File: src/rtl/t_seq_packer.sv
// Packs a 2-bit base stream into 18-bit T words (7 bases/word), buffers them, then streams them to the SRAM controller.
// Latency: start strobe 1 cycle after the last accepted base; word 0 preloaded before busy, one word per busy cycle.
// Backpressure: o_base_ready is high only while loading; it drops on the last base or when the buffer fills.
module t_seq_packer #(
    parameter int DEPTH  = 64,
    parameter int ADDR_W = 6
) (
    input  logic              clk,
    input  logic              rst,
    input  logic              i_base_valid,
    input  logic [1:0]        i_base,
    input  logic              i_base_last,
    output logic              o_base_ready,
    output logic              o_start_read_t,
    input  logic              i_busy,
    output logic [17:0]       o_t,
    output logic [ADDR_W:0]   o_t_words,
    output logic              o_done
);

    localparam logic [1:0] S_LOAD   = 2'd0;
    localparam logic [1:0] S_START  = 2'd1;
    localparam logic [1:0] S_WAIT   = 2'd2;
    localparam logic [1:0] S_STREAM = 2'd3;

    // Index of the final word slot; filling it without a last flag forces the end of the sequence.
    localparam logic [ADDR_W:0] LAST_WORD = (ADDR_W + 1)'(DEPTH - 1);

    logic [1:0]        state;
    logic [13:0]       pack;
    logic [2:0]        slot;
    logic [ADDR_W:0]   wcnt;
    logic [ADDR_W:0]   rd_ptr;
    logic [17:0]       mem [DEPTH];

    logic              accept;
    logic [3:0]        shamt;
    logic [13:0]       pack_nxt;
    logic              word_wr;
    logic              go_start;
    logic [17:0]       word_dat;
    logic [ADDR_W:0]   rd_nxt;
    logic [17:0]       rd_word;

    assign o_base_ready   = (state == S_LOAD);
    assign o_start_read_t = (state == S_START);
    assign o_t_words      = wcnt;

    // Pack the incoming base into its slot (base0 in the top bits) and decide word/sequence boundaries.
    always_comb begin
        accept   = i_base_valid & o_base_ready;
        shamt    = 4'd12 - {slot, 1'b0};
        pack_nxt = pack | (14'(i_base) << shamt);
        word_wr  = accept & (i_base_last | (slot == 3'd6));
        go_start = accept & (i_base_last | ((slot == 3'd6) & (wcnt == LAST_WORD)));
        word_dat = {1'b1, slot + 3'd1, pack_nxt};
        rd_nxt   = rd_ptr + 1'b1;
        rd_word  = (rd_nxt < wcnt) ? mem[rd_nxt[ADDR_W-1:0]] : 18'h0;
    end

    // Word buffer write port; contents need no reset since wcnt bounds every read.
    always_ff @(posedge clk) begin
        if (!rst && word_wr) begin
            mem[wcnt[ADDR_W-1:0]] <= word_dat;
        end
    end

    // Load / start / wait / stream sequencing with the registered T word output.
    always_ff @(posedge clk) begin
        if (rst) begin
            state  <= S_LOAD;
            pack   <= '0;
            slot   <= '0;
            wcnt   <= '0;
            rd_ptr <= '0;
            o_t    <= '0;
            o_done <= 1'b0;
        end else begin
            o_done <= 1'b0;
            case (state)
                S_LOAD: begin
                    if (accept) begin
                        if (word_wr) begin
                            pack <= '0;
                            slot <= '0;
                            wcnt <= wcnt + 1'b1;
                        end else begin
                            pack <= pack_nxt;
                            slot <= slot + 3'd1;
                        end
                        if (go_start) begin
                            state <= S_START;
                        end
                    end
                end
                S_START: begin
                    o_t   <= mem[{ADDR_W{1'b0}}];
                    state <= S_WAIT;
                end
                S_WAIT: begin
                    if (i_busy) begin
                        o_t    <= rd_word;
                        rd_ptr <= rd_nxt;
                        state  <= S_STREAM;
                    end
                end
                default: begin
                    if (i_busy) begin
                        o_t <= rd_word;
                        if (rd_ptr < wcnt) begin
                            rd_ptr <= rd_nxt;
                        end
                    end else begin
                        o_done <= 1'b1;
                        state  <= S_LOAD;
                        pack   <= '0;
                        slot   <= '0;
                        wcnt   <= '0;
                        rd_ptr <= '0;
                        o_t    <= '0;
                    end
                end
            endcase
        end
    end

endmodule

File: config.mk
export PLATFORM = sky130hd
export DESIGN_NAME = t_seq_packer
export DESIGN_NICKNAME = d
export VERILOG_FILES = /design/src/rtl/t_seq_packer.sv
export SDC_FILE = /design/constraint.sdc
export NUM_CORES = 1
export LEC_CHECK = 0
export CORE_ASPECT_RATIO = 1.75
export CORE_UTILIZATION = 63
export CTS_CLUSTER_SIZE = 20
export DETAILED_ROUTE_END_ITERATION = 12
export PLACE_DENSITY = 0.8
export SLEW_MARGIN = 20
export SYNTH_ARGS = -nofsm -noshare
export SYNTH_HDL_FRONTEND = slang
export SYNTH_SLANG_ARGS = --single-unit
File: constraint.sdc
create_clock -name clk -period 5.8 [get_ports clk]
set_input_delay 0.87 -clock clk [delete_from_list [all_inputs] [get_ports clk]]
set_output_delay 0.87 -clock clk [all_outputs]
set_load 0.005 [all_outputs]
==> flow_summary.ini <==
[status]
outcome = finished, final reports clean

[worst_hold_path]
hold_path_class = reg2reg

[global_route]
overflow = 0
antenna_found_initial = 5
grt_pass1_vias = 24460
gr-usage-all-layers = 0.3354
grt_max_degree = 120
grt_pass1_wl_mm = 168.0
gr-usage-met3 = 0.06502
grt_use_met1 = 0.3814
grt_use_met2 = 0.5493
grt.busiest_layer = met2

[clocking]
root_buffer = clkbuf_16
hold_buffers = 0
post_cts_buffers = 0
cts_buffers = 91
worstSkewPairLatency_ps = 680
cts.sinks = 1140
cts.path.max_buffers = 3
htree_num_levels = 3
cts_tree = yes
cts_resized = 0
cts.clk_slew.worst_paths_ps = 70

[drt]
wirelength_mm = 117.4
wire_per_inst_um = 34.51
drt-initial-drc-count = 3481
via_count = 23790
viasPerCell = 6.993
ant_nets = 0
drt_pre_antenna_iters = 6
drc_errors = 0

[cells_and_area]
fillCellCount = 3933
layout-drive-gt1-share = 0.2215
nets = 2435
finalInstanceArea_um2 = 49420
layout.cells.non_filler = 3402
areaGrowthSynthToFinish_pct = 10.17

[worst_setup_path]
start_kind = flip-flop
reg2reg_depth = 12
r2r-start = rd_ptr[0]
worstSetupStartpoint = rd_ptr[0]
worst_setup_path_end_kind = flip-flop
cp_max_fo = 36
crit_required_ps = 6390
arrival_ps = 4780
crit_path_end = o_t[7]
reg2reg_to = o_t[7]
crit_type = reg2reg
reg2reg_slack_ps = 1610

[timing]
tightest_slew_ps = 1236
finalSetupTns_ps = 0
fmax_ghz = 0.2388
worst_slack_ps = 1612
slew_headroom = 0.1759
min_period_ps = 4188
rsz0062_at_grt = false
period_share = 0.7220
finalHoldViolations = 0
setup-violations-final = 0
report.final.slew_viol_count = 0
skew_ps = 34.82

[power]
power_mw = 18.51
ir_worst_vdd_uv = 394.0
p_per_area_nw_per_um2 = 374.6
power.leakage_nw = 14.31

[floorplanning]
die_h_um = 355.0
die_w_um = 203.7
dieArea_um2 = 72310
start_util = 0.6359
num_rows = 129
num_io_pins = 35
coreArea_um2 = 70530

[synthesis]
synth_common_cells = 1088 x edfxtp_1, 272 x mux4_2, 202 x nand2_1, 159 x nor2_1, 67 x nand3_1
synth_seq_area_share = 0.7516
synth_top_area_share = 0.7284
synth.cell_area_um2 = 44860
yosysWarnings = 0
synth_fp_nets = 2336
yosys.area.top_type = edfxtp_1
yosysUniqueCellTypes = 63
syn_inst = 2309
synth.area.top_cells = edfxtp_1 73%, mux4_2 14%, dfxtp_1 2.3%, nand2_1 1.7%, nor2_1 1.3%
yosysMostFrequentCell = edfxtp_1
synth_area_per_cell_um2 = 19.43
ys.flop_type = edfxtp_1
synth_edf_count = 1088
synthArstFlopShare = 0
yosys_register_bits = 1140

[placement]
place_area_um2 = 46470
place_ws_ps = 1716
portBuffers = 34
hpwlAfterDp_mm = 69.21
routabilityCongestion = 1.007
dpl.cell_count = 3232

[run]
maxCapViolCount = 0
-- per-stage QoR --
stage / hold slack, ps / util
global route: 485.3 / 0.7005
floorplan: 435.9 / -
finish: 469.4 / 0.7006
detailed placement: 454.1 / 0.6588
CTS: 465.4 / 0.7004
global placement: 442.4 / 0.6588
-- flip-flops by register name (all words and copies together) (netlist names) --
register / count
pack: 14
rd_ptr: 7
o_t_words: 7
o_done: 1
state: 2
slot: 3
o_t: 18
mem: 1088
-- power by group --
group	internal (mW)	total [mW]	switching [mW]
combinational	1.16	2.91	1.75
clock	3.32	6.17	2.86
sequential	9.25	9.42	0.176
total	13.7	18.5	4.79
-- cells in the final DEF (no fill, tap or decap), drive strengths merged, types with 5 or more instances in the layout --
cell type      synthesis  routed
a211oi                 5       5
a21o                  11      11
a21oi                 49      49
a221o                 16      16
a22oi                 20      20
a31o                   8       8
a31oi                 19      19
a32oi                 33      33
buf                   94     100
bufinv                 0       7
clkbuf                34     114
clkdlybuf4s50          0      34
clkinv                 0      32
clkinvlp               0      10
dfxtp                 52      52
edfxtp              1088    1088
ha                    20      20
inv                   16      21
mux2i                 37      37
mux4                 272     272
nand2                202     202
nand2b                 7       7
nand3                 70      70
nand4                 19      19
nor2                 162     162
nor2b                 13      13
o21ai                 24      24
xnor2                  5       5
-- area by class of cell --
cell class                 count  area (µm²)  area share
tap                          917        1147     0.02322
timing repair buffer         134        1141     0.02309
sequential                  1140       33720      0.6823
inverter                      16       62.56    0.001266
clock buffer                 114        2435     0.04927
multi-input combinational   1025       10410      0.2107
antenna                        2       5.005   0.0001013
clock inverter                54       499.2     0.01010
-- how the worst min path moves through the flow --
stage / from / to / slack [ps] / cells after the start
final: pack[12] / pack[12] / 470 / 2
after global routing: pack[9] / pack[9] / 490 / 2
after CTS: pack[9] / pack[9] / 470 / 2
after detailed placement: pack[12] / pack[12] / 450 / 2
after global placement: pack[13] / pack[13] / 440 / 2
after floorplan: pack[10] / pack[10] / 440 / 2
-- layer usage --
| metal | up-vias | part of all wire | wire length, µm |
|---|---|---|---|
| li1 | 9562 | - | - |
| met1 | 12060 | 0.30 | 35140 |
| met2 | 1731 | 0.50 | 59160 |
| met3 | 432 | 0.097 | 11330 |
| met4 | 4 | 0.10 | 11750 |
| met5 | - | 0.00023 | 27 |
-- cell families after synthesis --
group,count (synthesis),share of synthesized area
fa+ha+maj,20,0.005579
buf+inv,144,0.01755
mux,309,0.1449
xor+xnor,6,0.001758
compound gates,195,0.03074
simple gates,495,0.04789
flops,1140,0.7516
-- worst max-delay path, cell delays in order, from the launching register on --
cell and delay, ps:
dfxtp_4 870, ha_4 290, nand3_2 170, xnor2_2 180, buf_4 340, ha_1 320, a21o_1 170, a21oi_1 150
o21a_1 160, o21bai_1 150, nor2_1 910, nor2_1 180, a22oi_1 220
No activity file was read; power rests on OpenSTA's default activity.
